$ cat config.mk
export PLATFORM = sky130hd
export DESIGN_NAME = seven_segment_monitor_flat
export DESIGN_NICKNAME = d
export VERILOG_FILES = /design/src/rtl/seven_segment_monitor_if.sv /design/src/rtl/seven_segment_monitor.sv /design/src/flat_wrapper.sv
export SDC_FILE = /design/constraint.sdc
export NUM_CORES = 1
export LEC_CHECK = 0
export ABC_AREA = 1
export CAP_MARGIN = 20
export CORE_MARGIN = 3
export CORE_UTILIZATION = 60
export DETAILED_ROUTE_END_ITERATION = 8
export GPL_TIMING_DRIVEN = 0
export PLACE_DENSITY = 0.84
export SETUP_SLACK_MARGIN = 0.4
export SYNTH_ARGS = -nofsm -noshare
export SYNTH_HDL_FRONTEND = slang
export SYNTH_SLANG_ARGS = --single-unit
$ cat constraint.sdc
create_clock -name clk -period 2.8 [get_ports clk]
set_input_delay 0.7 -clock clk [delete_from_list [all_inputs] [get_ports clk]]
set_output_delay 0.7 -clock clk [all_outputs]
set_load 0.02 [all_outputs]
$ cat src/rtl/seven_segment_monitor_if.sv
// Bundle of the 7-segment read-back signals: the observed segment bus and
// error clear going in, the decoded digit, period measurement and sticky
// error flags coming back out.
interface seven_segment_monitor_if #(
  parameter int PERIOD_W = 24
);
  logic [6:0]          seg_in;
  logic                clear_errors;
  logic [3:0]          digit_out;
  logic                digit_valid;
  logic [PERIOD_W-1:0] period_out;
  logic                period_valid;
  logic                seq_error;
  logic                invalid_error;

  // Side that drives the segment bus and watches the results
  modport master (
    output seg_in, clear_errors,
    input  digit_out, digit_valid, period_out, period_valid,
           seq_error, invalid_error
  );

  // The monitor itself
  modport slave (
    input  seg_in, clear_errors,
    output digit_out, digit_valid, period_out, period_valid,
           seq_error, invalid_error
  );
endinterface

$ cat src/rtl/seven_segment_monitor.sv
// Seven-segment read-back monitor: turns a segment drive bus back into a BCD
// digit after a stability filter, flags illegal patterns and out-of-order
// counting, and measures the clock distance between successive digits.
module seven_segment_monitor #(
  parameter int STABLE_CYCLES = 4,
  parameter int PERIOD_W      = 24
) (
  input logic                   clk,
  input logic                   reset,
  seven_segment_monitor_if.slave bus
);

  localparam int SCNT_W = (STABLE_CYCLES > 1) ? $clog2(STABLE_CYCLES) : 1;
  localparam logic [SCNT_W-1:0]   SCNT_MAX = SCNT_W'(STABLE_CYCLES - 1);
  localparam logic [PERIOD_W-1:0] PCNT_MAX = '1;
  localparam logic [PERIOD_W-1:0] PCNT_ONE = PERIOD_W'(1);

  logic [6:0]          seg_q;
  logic [6:0]          cand;
  logic [SCNT_W-1:0]   scnt;
  logic [6:0]          acc_pat;
  logic                acc_none;
  logic                prev_valid;
  logic [3:0]          prev_d;
  logic [PERIOD_W-1:0] pcnt;

  logic                accept;
  logic [3:0]          dec_digit;
  logic                dec_legal;
  logic [3:0]          expected_d;

  // A candidate is accepted once it has been stable long enough and differs
  // from what was last accepted, so a held pattern produces a single event.
  always_comb begin
    accept     = (seg_q == cand) && (scnt == SCNT_MAX) &&
                 (acc_none || (cand != acc_pat));
    expected_d = (prev_d == 4'd9) ? 4'd0 : prev_d + 4'd1;
  end

  // Segment pattern to digit lookup; anything outside the table is not a digit.
  always_comb begin
    dec_digit = 4'd0;
    dec_legal = 1'b1;
    case (cand)
      7'h3F:   dec_digit = 4'd0;
      7'h06:   dec_digit = 4'd1;
      7'h5B:   dec_digit = 4'd2;
      7'h4F:   dec_digit = 4'd3;
      7'h66:   dec_digit = 4'd4;
      7'h6D:   dec_digit = 4'd5;
      7'h7C:   dec_digit = 4'd6;
      7'h07:   dec_digit = 4'd7;
      7'h7F:   dec_digit = 4'd8;
      7'h67:   dec_digit = 4'd9;
      default: dec_legal = 1'b0;
    endcase
  end

  // Input sync register and glitch filter: any change restarts the stability count.
  always_ff @(posedge clk) begin
    if (!reset) begin
      seg_q <= '0;
      cand  <= '0;
      scnt  <= '0;
    end else begin
      seg_q <= bus.seg_in;
      if (seg_q != cand) begin
        cand <= seg_q;
        scnt <= '0;
      end else if (scnt < SCNT_MAX) begin
        scnt <= scnt + 1'b1;
      end
    end
  end

  // Accept-event handling: decode, sequence check, period capture and sticky errors.
  always_ff @(posedge clk) begin
    if (!reset) begin
      acc_pat           <= '0;
      acc_none          <= 1'b1;
      prev_valid        <= 1'b0;
      prev_d            <= '0;
      pcnt              <= '0;
      bus.digit_out     <= '0;
      bus.digit_valid   <= 1'b0;
      bus.period_out    <= '0;
      bus.period_valid  <= 1'b0;
      bus.seq_error     <= 1'b0;
      bus.invalid_error <= 1'b0;
    end else begin
      bus.period_valid <= 1'b0;
      if (pcnt != PCNT_MAX) begin
        pcnt <= pcnt + 1'b1;
      end
      if (bus.clear_errors) begin
        bus.seq_error     <= 1'b0;
        bus.invalid_error <= 1'b0;
      end
      if (accept) begin
        acc_none <= 1'b0;
        acc_pat  <= cand;
        if (dec_legal) begin
          bus.digit_out   <= dec_digit;
          bus.digit_valid <= 1'b1;
          pcnt            <= PCNT_ONE;
          if (prev_valid) begin
            bus.period_out   <= pcnt;
            bus.period_valid <= 1'b1;
            if (dec_digit != expected_d) begin
              bus.seq_error <= 1'b1;
            end
          end
          prev_valid <= 1'b1;
          prev_d     <= dec_digit;
        end else begin
          bus.digit_valid <= 1'b0;
          prev_valid      <= 1'b0;
          if (cand != 7'h00) begin
            bus.invalid_error <= 1'b1;
          end
        end
      end
    end
  end

endmodule

$ cat src/flat_wrapper.sv
// flat-port wrapper written by rule: the top's interface ports become plain ports
module seven_segment_monitor_flat 
#(
  parameter int STABLE_CYCLES = 4,
  parameter int PERIOD_W      = 24
)
  (clk, reset, bus_seg_in, bus_clear_errors, bus_digit_out, bus_digit_valid, bus_period_out, bus_period_valid, bus_seq_error, bus_invalid_error);
  seven_segment_monitor_if #(.PERIOD_W(PERIOD_W)) bus_i ();
  input logic clk;
  input logic reset;
  input wire logic [$bits(bus_i.seg_in)-1:0] bus_seg_in;
  input wire logic [$bits(bus_i.clear_errors)-1:0] bus_clear_errors;
  output wire logic [$bits(bus_i.digit_out)-1:0] bus_digit_out;
  output wire logic [$bits(bus_i.digit_valid)-1:0] bus_digit_valid;
  output wire logic [$bits(bus_i.period_out)-1:0] bus_period_out;
  output wire logic [$bits(bus_i.period_valid)-1:0] bus_period_valid;
  output wire logic [$bits(bus_i.seq_error)-1:0] bus_seq_error;
  output wire logic [$bits(bus_i.invalid_error)-1:0] bus_invalid_error;
  assign bus_i.seg_in = bus_seg_in;
  assign bus_i.clear_errors = bus_clear_errors;
  assign bus_digit_out = bus_i.digit_out;
  assign bus_digit_valid = bus_i.digit_valid;
  assign bus_period_out = bus_i.period_out;
  assign bus_period_valid = bus_i.period_valid;
  assign bus_seq_error = bus_i.seq_error;
  assign bus_invalid_error = bus_i.invalid_error;
  seven_segment_monitor #(.STABLE_CYCLES(STABLE_CYCLES), .PERIOD_W(PERIOD_W)) u_core (.clk(clk), .reset(reset), .bus(bus_i));
endmodule
; ---- Yosys cells after proc, flatten, opt, wreduce, memory -nomap -nowiden
; Cells that the tools add are included.
[word_totals]
regBits = 80
input_bits = 10
output_inout_bits = 32
wordCells = 60
[classes]
addsub = 3
order_cmp = 1
n_eq_ne = 17
mux = 17
bitwise = 1
reduce_logical = 9
[op_table]
columns = operator, n
row1 = two-way mux 24 bit, 3
row2 = equality test 7 bit (second input constant), 7
row3 = case mux 4 bit (9 select lines), 1
row4 = adder 24 x 1 -> 24 bit (second input constant), 1
row5 = != test 24 bit (second input constant), 1
row6 = equality test 7 x 3 -> 1 bit (second input constant), 2
row7 = != test 7 bit, 2
row8 = two-way mux 1 bit, 12
row9 = OR reduction 10 bit, 1
row10 = equality test 7 x 6 -> 1 bit (second input constant), 1
row11 = equality test 7 bit, 1
row12 = nonzero test 7 bit, 1
row13 = AND reduction 3 bit, 2
row14 = adder 4 x 1 -> 4 bit (second input constant), 1
row15 = equality test 4 bit (second input constant), 1
row16 = two-way mux 4 bit, 1
row17 = != test 4 bit, 1
row18 = adder 2 x 1 -> 2 bit (second input constant), 1
row19 = equality test 2 bit (second input constant), 1
row20 = logical AND 1 bit, 2
row21 = < comparator 2 bit (second input constant), 1
row22 = AND reduction 2 bit, 1
row23 = OR reduction 2 bit, 1
row24 = logical OR 1 bit, 1
row25 = NOT 1 bit, 1

; ---- Depth between registers and ports, before layout
[depth]
ltp_word = 7
ltp_mapped = 14

; ---- Worst setup path after synthesis
; No wires, ideal clock.
[synth_timing]
path_type = reg2reg
startpoint = register u_core.pcnt[0]
endpoint = register u_core.pcnt[1]
setup_ns = 0.117
arrival_time_ns = 1.570
required_ns = 2.683
slack_ns = 1.113
stages_incl_launch_ff = 11
synth_period_minus_slack_ns = 1.687
cell_sequence = dfxtp_1 ha_1 nand2_1 nor2_1 nand2_1 nor2_1 nand2_1 inv_1 nand2_1 o21ai_0 nor2_1
[synth_between]
elab_chain_len = 4
word_cells_on_any_way = 5
cone_classes = add/sub: 1 / eq/ne: 1 / mux: 3
[synth_lines]
columns = item, line
row1 = start: declaration, seven_segment_monitor.sv:25  ; logic [PERIOD_W-1:0] pcnt;
row2 = start signal: assignment, seven_segment_monitor.sv:93  ; pcnt <= pcnt + 1'b1;
row3 = adder 24 x 1 -> 24 bit / != test 24 bit (equally long branches), "seven_segment_monitor.sv:93, seven_segment_monitor.sv:92"
row4 = two-way mux 24 bit (*), seven_segment_monitor.sv:92  ; if (pcnt != PCNT_MAX) begin
row5 = two-way mux 24 bit, seven_segment_monitor.sv:102  ; if (dec_legal) begin
row6 = two-way mux 24 bit (*), seven_segment_monitor.sv:99  ; if (accept) begin
; Every way passes the cells marked *; elsewhere a longest branch is shown, timed or not.
; A chain may end at the register's enable or synchronous reset.

==> key figures <==
Run status
  • Outcome: finished clean

Power
  • Register share of total power: 0.546
  • Combinational power share: 0.044
  • Psw: 504 uW
  • Static Leak: 0.00215 uW
  • Internal power: 1630 uW
  • Power Total: 2130 uW
  • Clock share of power: 0.410
  • VDD IR max: 328 uV
  • Power Density: 470 nW/um2
  • Sw Share: 0.237

Timing
  • Fin crit share: 0.786
  • Tmin final: 2.20 ns
  • RSZ-0062 raised after global routing: no
  • Setup total negative slack: 0 ns
  • Final max-slew violation count: 0
  • Worst-Margin Slew: 0.626 ns
  • Max-slew headroom: 0.582
  • Fmax: 454 MHz
  • Clock Skew: 0.00760 ns
  • Fin Hold WS: 0.440 ns
  • Hold Violations, Final: 0
  • Final setup viols: 0

Synthesis
  • Largest area contributor in the netlist: dfxtp_1
  • Share of the synthesized area in the top cell type: 0.418
  • Yosys warning count: 0
  • Mapped Cells: 572
  • Post-synth EDFFs: 0
  • Syn Std Cell Area: 3830 um2
  • Seq cells post-synth: 80
  • Post-synthesis area per instance: 6.69 um2
  • Seq/Total Area, Yosys: 0.418
  • Synth Flop Type: dfxtp_1
  • FFs w/ async S/R, synth: 0
  • Distinct cell type count after synthesis: 31
  • Largest cells by area after synthesis: dfxtp_1 42%, nand2_1 16%, nor2_1 9.1%
  • Syn nets: 584

Clock tree
  • Post-CTS Setup Repair Bufs: 0
  • # clock sinks: 80
  • TritonCTS clock tree: yes
  • Root Buffer: clkbuf_8
  • H-tree lvl count: 3
  • TritonCTS Buffers: 9
  • Clock latency on the worst-skew pair: 0.34 ns
  • Clock tree buffer depth: 2
  • CTS clk-pin slew, worst paths: 0.08 ns

Setup path
  • Setup crit end kind: output port
  • Crit-path max FO: 8
  • Critical Path AT: 1.50 ns
  • Crit path largest cell delay: 0.67 ns
  • Slowest stage cell, crit path: clkdlybuf4s50_1
  • Crit-path cells: clkdlybuf4s50_1
  • Setup Crit Path Kind: register to output port
  • Worst Path Buf+Inv: 1
  • CP Launch Type: register
  • CP top delay family: buffers and inverters
  • Worst Path Required: 2.10 ns

Global route
  • GR Layer Usage met3: 0.0471
  • Most Crowded Layer GR: met2
  • Largest net degree at the start of global routing: 15
  • GRT Overall Usage: 0.241
  • Met2 usage: 0.369
  • Grt total ovfl: 0
  • Met1 usage: 0.352
  • Initial antenna violation count: 0
  • First-pass GRT wire length: 14,500 um
  • Vias in the first global route: 3,196

Drt
  • Routed wire per std cell: 12.2 um
  • First DRT Iteration DRCs: 207
  • Via count: 3,541
  • Via/cell ratio: 5.04
  • Total wire length: 8570 um
  • Residual DRC: 0
  • Routed Antenna Nets: 0
  • Drt first pass iters: 5

Min path
  • Worst hold-check path type: register to register

Finish
  • Final #Nets: 635
  • Fill cells: 514
  • Diodes inserted: 0
  • Util after Layout: 0.748
  • Area occupied by registers: 1600 um2
  • Layout cells sized above 1: 0.0892
  • Design area: 4530 um2
  • Synthesis-to-finish area growth: 18.4%
  • Footprint of the multi-input gates: 1840 um2

Floorplan
  • Initial Util: 0.632
  • Area of the core: 6060 um2
  • Die X: 85.9 um
  • Die Y: 85.9 um
  • Die area: 7370 um2
  • Top Ports: 42
  • Core Rows: 28

Place
  • HPWL Detailed: 6410 um
  • Placed instance area: 4320 um2
  • Gp weighted congestion: 0.914
  • Port Buffers: 40

Run
  • Max-cap viol count: 0
==> registers in the layout (all words and copies together) (netlist names) <==
signal and flops:
u_core.acc_none 1, u_core.acc_pat 7, u_core.bus.invalid_error 1, u_core.bus.period_out 24, u_core.bus.period_valid 1, u_core.bus.seq_error 1, u_core.cand 7, u_core.pcnt 24
u_core.prev_d 4, u_core.prev_valid 1, u_core.scnt 2, u_core.seg_q 7
==> power groups by stage <==
stage,sequential (uW),clock (uW),combinational [uW]
floorplan,1190,0,63.8
global placement,1190,0,89.0
detailed placement,1190,0,91.6
CTS,1160,874,92.9
global route,1170,932,106
finish,1160,872,93.5
==> what timing repair did <==
item / CTS / global route
endpoints found under the setup margin: 0 / 16
hold buffers: 0 / 0
gates resized for setup: 0 / 5
==> Yosys cell counts, drive strengths merged, types with 2 or more instances <==
| cell | n |
|---|---|
| a21oi | 31 |
| buf | 11 |
| clkbuf | 7 |
| dfxtp | 80 |
| ha | 2 |
| inv | 80 |
| nand2 | 167 |
| nand3 | 22 |
| nand4 | 5 |
| nor2 | 100 |
| nor3 | 11 |
| nor3b | 2 |
| o21ai | 19 |
| o22ai | 2 |
| or2 | 3 |
| xnor2 | 7 |
| xor2 | 17 |
==> area by class of cell <==
cell class | count | area share
Clock inverter | 6 | 0.0149
Clock buffer | 10 | 0.0304
Multi-Input combinational cell | 394 | 0.405
Buffer | 18 | 0.0210
Tap cell | 75 | 0.0207
Timing Repair Buffer | 40 | 0.0883
Inverter | 80 | 0.0662
Sequential cell | 80 | 0.353
==> tightest hold or removal path, stage by stage, from the launching register on <==
cell and delay, ns:
dfxtp_1 0.32, nand2_1 0.05, inv_1 0.03
==> routing by layer <==
layer  vias up  share of wire  wire length (um)
met5         -              0                 0
li1       1847              -                 -
met2       106           0.44              3730
met4         0         0.0065                56
met3         6          0.060               517
met1      1582           0.50              4270
==> worst paths after layout <==
| kind | startpoint | end | slack, ns | cells past startpoint |
|---|---|---|---|---|
| setup / recovery | u_core.prev_d[0] | bus_digit_out[0] | 0.60 | 1 |
| hold / removal | u_core.seg_q[3] | u_core.cand[3] | 0.44 | 2 |
| setup reg to reg | u_core.pcnt[0] | u_core.pcnt[18] | 0.64 | 8 |
| hold reg to reg | u_core.seg_q[3] | u_core.cand[3] | 0.44 | 2 |
==> cells in the final DEF (no fill, tap or decap), types with 5 or more instances in the layout <==
cell,count
clkdlybuf4s50_1,40
inv_2,8
xor2_1,17
nand3_1,19
a21oi_1,31
nand4_1,5
dfxtp_1,80
xnor2_1,7
nand2_1,162
nor3_1,11
buf_2,9
nand2_2,5
clkbuf_8,10
nor2_1,92
inv_1,72
o21ai_0,15
clkbuf_1,6
nor2_2,6
==> cells by family after synthesis <==
| family | Yosys count | share of synthesized area |
|---|---|---|
| compound gates | 55 | 0.0755 |
| xor+xnor | 24 | 0.0549 |
| flops | 80 | 0.418 |
| fa+ha+maj | 2 | 0.00654 |
| mux | 1 | 0.00262 |
| simple gates | 312 | 0.339 |
| buf+inv | 98 | 0.103 |
==> metrics by stage <==
stage / std cells / setup slack, ns
6_report: 703 / 0.599
5_1_grt: 703 / 0.425
4_1_cts: 703 / 0.465
3_5_place_dp: 687 / 0.495
3_3_place_gp: 687 / 0.520
2_1_floorplan: 572 / 1.11
Note: power is estimated with default switching activity, not from simulation.
